$ cat config.mk
export PLATFORM = sky130hd
export DESIGN_NAME = lc3b_mem_seq
export DESIGN_NICKNAME = d
export VERILOG_FILES = /design/src/rtl/lc3b_mem_seq.sv
export SDC_FILE = /design/constraint.sdc
export NUM_CORES = 1
export LEC_CHECK = 0
export CAP_MARGIN = 40
export CORE_ASPECT_RATIO = 1.5
export CORE_UTILIZATION = 41
export CTS_CLUSTER_DIAMETER = 40
export DETAILED_ROUTE_END_ITERATION = 10
export GPL_TIMING_DRIVEN = 0
export PLACE_DENSITY = 0.89
export SLEW_MARGIN = 20
export SYNTH_ARGS = -nofsm -noshare
export SYNTH_HDL_FRONTEND = slang
export SYNTH_SLANG_ARGS = --single-unit
$ cat constraint.sdc
create_clock -name clk -period 1.8 [get_ports clk]
set_clock_uncertainty 0.2 [all_clocks]
set_input_delay 0.27 -clock clk [delete_from_list [all_inputs] [get_ports clk]]
set_output_delay 0.27 -clock clk [all_outputs]
set_load 0.1 [all_outputs]
$ cat src/rtl/lc3b_mem_seq.sv
// -----------------------------------------------------------------------------
// lc3b_mem_seq
// Memory-access sequencer for the LC-3b multicycle datapath. It accepts one
// request from the control FSM and runs the complete memory handshake: plain or
// indirect (pointer fetch, then data access), word or single-byte, with an
// optional per-phase wait-state timeout. It finishes with a one-cycle done pulse.
//
// Parameters
//   DATA_W   data width (multiple of 8, >= 16)
//   ADDR_W   address width
//   TIMEOUT  max wait cycles per access phase, 0 = never time out
//
// Ports
//   clk, rst            clock, synchronous active-high reset
//   req                 request strobe (sampled only while idle)
//   req_op[1:0]         00 read, 01 write, 10 indirect read, 11 indirect write
//   req_byte            1 = byte access, 0 = word access
//   req_addr            access address (pointer address for indirect ops)
//   req_wdata           store data (byte 0 only for byte stores)
//   busy                high whenever not idle
//   done                one-cycle completion pulse
//   err                 timeout flag, only together with done
//   rdata               read result (byte reads zero-extended)
//   mem_address         aligned memory address
//   mem_read/mem_write  memory strobes
//   mem_byte_enable     write lane mask, 0 when no strobe
//   mem_wdata           memory write data
//   mem_rdata/mem_resp  memory read data and response
// -----------------------------------------------------------------------------
module lc3b_mem_seq #(
   parameter int DATA_W  = 16,
   parameter int ADDR_W  = 16,
   parameter int TIMEOUT = 255
) (
   input  logic                  clk,
   input  logic                  rst,
   input  logic                  req,
   input  logic [1:0]            req_op,
   input  logic                  req_byte,
   input  logic [ADDR_W-1:0]     req_addr,
   input  logic [DATA_W-1:0]     req_wdata,
   output logic                  busy,
   output logic                  done,
   output logic                  err,
   output logic [DATA_W-1:0]     rdata,
   output logic [ADDR_W-1:0]     mem_address,
   output logic                  mem_read,
   output logic                  mem_write,
   output logic [DATA_W/8-1:0]   mem_byte_enable,
   output logic [DATA_W-1:0]     mem_wdata,
   input  logic [DATA_W-1:0]     mem_rdata,
   input  logic                  mem_resp
);

   localparam int LANES  = DATA_W / 8;
   localparam int LANE_W = $clog2(LANES);
   localparam int CNT_W  = (TIMEOUT > 1) ? $clog2(TIMEOUT + 1) : 1;

   typedef enum logic [2:0] {
      S_IDLE,
      S_ACC1,
      S_PTR,
      S_ACC2,
      S_DONE
   } state_t;

   state_t              r_state;
   state_t              w_state_next;

   logic [1:0]          r_op;
   logic                r_byte;
   logic [ADDR_W-1:0]   r_addr;
   logic [DATA_W-1:0]   r_wdata;
   logic [DATA_W-1:0]   r_rdata;
   logic [CNT_W-1:0]    r_cnt;
   logic                r_err;

   logic                w_in_acc;
   logic                w_ptr_phase;
   logic                w_is_write;
   logic                w_is_read;
   logic                w_byte_acc;
   logic                w_timeout;
   logic [LANE_W-1:0]   w_lane;
   logic [7:0]          w_lanes [LANES];
   logic [DATA_W-1:0]   w_wrep;
   logic [LANES-1:0]    w_onehot;

   // Phase decode. ACC1 of an indirect op is the pointer fetch, which is
   // always a word read whatever the request asked for.
   assign w_in_acc    = (r_state == S_ACC1) || (r_state == S_ACC2);
   assign w_ptr_phase = (r_state == S_ACC1) && r_op[1];
   assign w_is_write  = w_in_acc && !w_ptr_phase && r_op[0];
   assign w_is_read   = w_in_acc && !w_is_write;
   assign w_byte_acc  = r_byte && !w_ptr_phase;
   assign w_lane      = r_addr[LANE_W-1:0];
   assign w_onehot    = LANES'(1) << w_lane;

   // Lane split of read data and store-byte replication across lanes.
   genvar gi;
   generate
      for (gi = 0; gi < LANES; gi++) begin : g_lane
         assign w_lanes[gi]          = mem_rdata[gi*8 +: 8];
         assign w_wrep[gi*8 +: 8]    = r_wdata[7:0];
      end
   endgenerate

   // Timeout fires on the TIMEOUT-th consecutive strobe cycle without a
   // response; a response in that same cycle takes priority.
   generate
      if (TIMEOUT > 0) begin : g_to
         assign w_timeout = w_in_acc && !mem_resp && (r_cnt == CNT_W'(TIMEOUT - 1));
      end else begin : g_no_to
         assign w_timeout = 1'b0;
      end
   endgenerate

   // Next-state logic.
   always_comb begin
      w_state_next = r_state;
      case (r_state)
         S_IDLE: if (req) w_state_next = S_ACC1;
         S_ACC1: begin
            if (mem_resp)       w_state_next = r_op[1] ? S_PTR : S_DONE;
            else if (w_timeout) w_state_next = S_DONE;
         end
         S_PTR:  w_state_next = S_ACC2;
         S_ACC2: if (mem_resp || w_timeout) w_state_next = S_DONE;
         S_DONE: w_state_next = S_IDLE;
         default: w_state_next = S_IDLE;
      endcase
   end

   always_ff @(posedge clk) begin
      if (rst) begin
         r_state <= S_IDLE;
         r_op    <= '0;
         r_byte  <= 1'b0;
         r_addr  <= '0;
         r_wdata <= '0;
         r_rdata <= '0;
         r_cnt   <= '0;
         r_err   <= 1'b0;
      end else begin
         r_state <= w_state_next;
         case (r_state)
            S_IDLE: begin
               if (req) begin
                  r_op    <= req_op;
                  r_byte  <= req_byte;
                  r_addr  <= req_addr;
                  r_wdata <= req_wdata;
                  r_err   <= 1'b0;
                  r_cnt   <= '0;
               end
            end
            S_ACC1, S_ACC2: begin
               if (mem_resp) begin
                  r_cnt <= '0;
                  if (w_ptr_phase)
                     r_addr <= ADDR_W'(mem_rdata);
                  else if (w_is_read)
                     r_rdata <= w_byte_acc ? {{(DATA_W-8){1'b0}}, w_lanes[w_lane]} : mem_rdata;
               end else if (w_timeout) begin
                  r_err <= 1'b1;
               end else begin
                  r_cnt <= r_cnt + 1'b1;
               end
            end
            S_PTR:   r_cnt <= '0;
            default: ;
         endcase
      end
   end

   // Memory-side outputs depend on registers only.
   always_comb begin
      mem_address     = {r_addr[ADDR_W-1:LANE_W], {LANE_W{1'b0}}};
      mem_read        = w_is_read;
      mem_write       = w_is_write;
      mem_wdata       = w_byte_acc ? w_wrep : r_wdata;
      mem_byte_enable = '0;
      if (w_in_acc)
         mem_byte_enable = (w_is_write && w_byte_acc) ? w_onehot : {LANES{1'b1}};
   end

   assign busy  = (r_state != S_IDLE);
   assign done  = (r_state == S_DONE);
   assign err   = (r_state == S_DONE) && r_err;
   assign rdata = r_rdata;

endmodule

==> results.ini <==
[outcome]
outcome = finished, violations left
violations = negative setup slack

[pwr]
leakage_nw = 2.96
p_per_area_nw_per_um2 = 811
vdd_ir_drop_max_mv = 0.940
power.total_mw = 5.69

[floorplanning]
die_x_um = 73.5
die_h_um = 109
initial_core_util_pct = 42.9
io_pins = 110
coreArea_um2 = 7320
rows = 38
die-area_um2 = 8030

[detailed_routing]
via_per_inst = 6.72
ant_nets = 0
wirelength_mm = 22.0
vias = 4585
drc_errors = 0
wl_per_cell_um = 32.2
drt_first_iter_violations = 722
drtPass1Iterations = 8

[timing]
finalCritPeriodShare_pct = 121
max_freq_mhz = 459
setup_total_negative_slack_ps = -19650
relSlewSlack_pct = 34.4
slew_viol_final = 0
hold_ws_ps = 258
hold_viol = 0
setup_ws_ps = -380
finalSetupViolations = 79
worst_pin_slew_ps = 984
rsz0062_at_grt = yes
fin_crit_ps = 2180

[setup_path]
cp-end-kind = flip-flop
crit_fanout = 5
crit_required_ps = 1850
path_class = flip-flop to flip-flop
setup.worst_path.start_class = flip-flop
arrival_ps = 2230

[grt]
grt_pass1_wl_mm = 24.3
grt_max_degree = 11
grt_pass1_vias = 4186
grt_util_all_layers_pct = 42.7
antenna_found_initial = 0
grt_overflow_total = 0

[clock_tree]
cts.clk_slew.worst_paths_ps = 90
cts_tree = done
cts-hold-fix-buffers = 0
cts-htree-levels = 3
root_buffer = clkbuf_8
cts_buffers = 9
cts.sinks = 63
cts_max_path_buffers = 2
clk_latency_ps = 370

[yosys]
synthFlopType = dfxtp_1
ys_async_sr_fraction_pct = 0
synth_area_um2 = 3140
postSynthAreaPerCell_um2 = 8.29
yosysWarnings = 0
synthCells = 379
synth_seq_cells = 63
seq_area_frac_synth_pct = 40.1
synth_edf_count = 0
synth_nets = 436
yosysUniqueCellTypes = 40

[job]
cap_violations = 0

[finish]
final_cell_mix = clkdlybuf4s50_1 (53), buf_12 (52), buf_4 (52), dfxtp_1 (47), nand2_4 (41)
final_net_count = 634
drive_above_1_share_pct = 61.2
area_growth_pct = 123
utilization_pct = 95.8
final_common_cell = clkdlybuf4s50_1
diodes = 0

[hold_path]
hold_class = input port to flip-flop

[placement]
pre_cts_slack_ps = -926
gp_congestion = 0.878
dp_hpwl_mm = 8.81
io_buffers = 108

[power breakdown]
group / switching, mW / total (mW) / leakage (nW) / internal, mW
Combinational: 1.53 / 2.55 / 2.32 / 1.03
Sequential: 0.116 / 1.60 / 0.523 / 1.49
Clock: 0.676 / 1.53 / 0.114 / 0.857
[state kept, by name, indices dropped and copies added, names as in the netlist]
register	cells
rdata	16
r_op	2
r_err	1
r_byte	1
r_addr	16
r_cnt	8
r_wdata	16
r_state	3
[what timing repair did]
action                                  CTS  global route
setup buffers                            31            37
resized for setup                       145           205
gates cloned                              5             2
endpoints found under the setup margin  116            78
pin swaps                                33            89
[layer usage]
layer	routed length, µm	track usage, %	part of all wire, %
met4	2760	38.7	13
met3	2710	16.3	12
met2	9780	69.9	44
met1	6730	40.5	31
met5	0	0	0
[path summary, 6_finish.rpt]
check                           slack (ps)         end        from  cells after the start
worst max-delay path                  -380    rdata[3]  r_state[2]                      8
worst min-delay path                   260      r_byte    req_byte                      3
worst max register to register        -380    rdata[3]  r_state[2]                      8
worst min register to register         310  r_wdata[7]  r_wdata[7]                      2
[area by class of cell]
type	count	area (µm²)
fillers	163	310
well taps	100	125
multi-input cells	262	2380
repair buffers	193	2580
clock inverters	3	65.1
inverters	5	26.3
flip-flops and latches	63	1290
plain buffers	43	384
clock buffers	13	159
[Yosys cell counts (2+ instances only)]
| cell | number | area (µm²) |
|---|---|---|
| or4_1 | 4 | 30.0 |
| buf_4 | 27 | 203 |
| buf_2 | 7 | 35.0 |
| nand2b_1 | 3 | 18.8 |
| nand2_1 | 84 | 315 |
| a211oi_1 | 4 | 30.0 |
| o21ai_0 | 3 | 15.0 |
| nand3b_1 | 9 | 67.6 |
| nor3_1 | 4 | 20.0 |
| inv_1 | 5 | 18.8 |
| a211oi_2 | 14 | 175 |
| nand3_1 | 13 | 65.1 |
| and3_1 | 4 | 25.0 |
| nor2_1 | 27 | 101 |
| a311oi_1 | 8 | 70.1 |
| o31ai_1 | 4 | 30.0 |
| clkbuf_1 | 11 | 41.3 |
| nor2_2 | 4 | 25.0 |
| buf_6 | 4 | 45.0 |
| dfxtp_1 | 63 | 1260 |
| or3_1 | 4 | 25.0 |
| a21oi_1 | 36 | 180 |
| mux2i_1 | 17 | 170 |
| a31oi_1 | 3 | 18.8 |
| ha_1 | 2 | 25.0 |
[kinds of logic (layout without fill, tap and decap cells)]
group / after synthesis / count (layout) / share of synthesized area [%]
other cells: 1 / 1 / 0.119
buf+inv: 54 / 257 / 10.9
mux: 17 / 17 / 5.41
simple gates: 163 / 163 / 24.0
flops: 63 / 63 / 40.1
fa+ha+maj: 2 / 2 / 0.796
compound gates: 79 / 79 / 18.6
[worst max-delay path, stage by stage, from the launching register on]
cell	delay (ps)
dfxtp_4	360
buf_6	130
nand3b_1	210
buf_6	180
nor3_4	300
buf_6	180
buf_6	120
nor2_4	60
a311oi_2	320
[stage by stage]
stage                     instance area [µm²]  instances
after floorplan                          3300        379
after global placement                   4500        587
after detailed placement                 5410        641
after CTS                                6030        652
after global routing                     7010        682
final                                    7010        682
(Power assumes the default switching activity.)
==> edit: new RTL, same flow settings <==
`TIMEOUT`: 255 -> 510.
--- a/src/rtl/lc3b_mem_seq.sv
+++ b/src/rtl/lc3b_mem_seq.sv
@@ -30,7 +30,7 @@
 module lc3b_mem_seq #(
    parameter int DATA_W  = 16,
    parameter int ADDR_W  = 16,
-   parameter int TIMEOUT = 255
+   parameter int TIMEOUT = 510
 ) (
    input  logic                  clk,
    input  logic                  rst,
Formal check against the unedited RTL: no difference found for any inputs over 10 cycles, from zero or initial values and one cycle with rst high; that may be too few to reach the edited logic, so the function may still have changed.
==> edit against the unedited design <==
  * The flow still finishes with violations (setup timing)
  * Synthesized area decreased by 1.5%
  * Maximum frequency decreased by 7.2%
  * Cell area decreased by 10%
  * Sequential cell count increased by 1
  * Non-clock buffer count decreased by 20
  * Routed wire length decreased by 23%
  * Combinational power increased by 7%
  * Power increased by 0.73%
  * Largest cell class unchanged
  * Highest routed layer unchanged
  * Cell count decreased by 5.4%
  * Worst setup slack got worse by 0.17 ns
==> edit: results <==
[outcome]
status = "finished, violations left"
violations = "setup timing"

[yosys]
syn-num-nets = 418
ys_top_cells_by_area = "dfxtp_1 41%, mux2i_1 7.8%, a21oi_1 6.8%"
ys_seq_area_share_pct = 41.4
synth_cell_type_count = 48
syn_inst = 361
synth-main-ff-cell = "dfxtp_1"
synth_commonest_cells = "64 x dfxtp_1, 53 x nand2_1, 42 x a21oi_1"

[detailed_routing]
num_vias = 4014
first_pass_iters = 5
initialDrtViolationCount = 448
wl_um = 16900
wl_per_cell_um = 26.2

[timing]
setup_viol = 58
relSlewSlack_pct = 41.7
hold_slack_ns = 0.272
fin_ws_ns = -0.550
setup_tns_ns = -10.74

[global_routing]
grt_usage_pct = 36.5
grt_pass1_vias = 3833
grt_first_pass_wirelength_um = 21000
antenna_found_initial = 0
grt_max_degree = 20

[place]
gp_congestion = 0.863
place_area_sq_um = 5320
place_inst = 622
dp_hpwl_um = 8550
pre_cts_ws_ns = -0.628
portBuffers = 107

[critical_path]
timing.rr.end = "r_cnt[4]"
reg2reg_slack_ns = -0.32
reg2reg_from = "r_state[2]"
cp_max_fo = 2
reg2reg_depth = 6
worstPathArrival_ns = 1.88
crit_path_max_incr_delay_ns = 0.37

[cells_and_area]
num-fill-cells = 291
drive_above_1_share_pct = 48.3
final_nets = 597

[hold_path]
worstHoldStart = "req_wdata[11]"
hold_path_end = "r_wdata[11]"

[clocking]
clkLatencyLatePin_ns = 0.38
cts_made_buffers = 9
ctsHtreeMaxLevel = 3

[power_and_ir_drop]
irDropWorstVdd_mv = 0.921
power.density_nw_per_um2 = 908
p_leak_nw = 2.55
[edit: cell families (layout without fill, tap and decap cells)]
group,after synthesis,in the layout,synth area share (%)
buffers and inverters,53,237,9.78
other,1,1,0.121
adders and majority gates,2,2,0.808
and+or+nand+nor,120,120,19.6
AOI/OAI and AO/OA,89,89,17.6
muxes,32,32,10.7
DFF,64,64,41.4
[edit: routing by layer]
metal / share of wire, % / vias to the layer above / global-route usage, %
li1: - / 1598 / -
met1: 32 / 1915 / 37.8
met2: 51 / 372 / 66.0
met3: 8.6 / 129 / 9.41
met4: 7.8 / 0 / 19.7
met5: 0 / - / 0
[edit: how the worst max path moves through the flow]
stage,startpoint,end,cells after the start
after floorplan,r_state[0],err,3
after global placement,r_state[2],mem_wdata[10],6
after detailed placement,mem_resp,r_cnt[7],5
after CTS,r_state[0],mem_wdata[11],8
after global routing,r_state[2],mem_wdata[11],8
final,r_state[2],mem_wdata[11],8
[edit: where the power goes]
group	internal, mW	leakage [nW]	switching, mW
logic	1.12	1.92	1.61
clock network	0.682	0.0989	0.684
registers	1.53	0.531	0.110
total	3.33	2.55	2.40
[edit: what timing repair did]
item | in CTS | in global routing
setup endpoints to repair | 104 | 76
cloned | 1 | 3
buffers inserted | 27 | 20
resized for setup | 151 | 87
endpoints found under the hold margin | 0 | 0
pin swaps | 24 | 40
hold buffers | 0 | 0
[edit: layout make-up]
class | count | area share, %
Timing Repair Buffer | 173 | 36.4
Multi-Input combinational cell | 244 | 31.9
Sequential cell | 64 | 20.8
Buffer | 43 | 5.42
Clock buffer | 10 | 2.18
Tap cell | 100 | 1.98
Clock inverter | 6 | 1.07
Inverter | 5 | 0.337
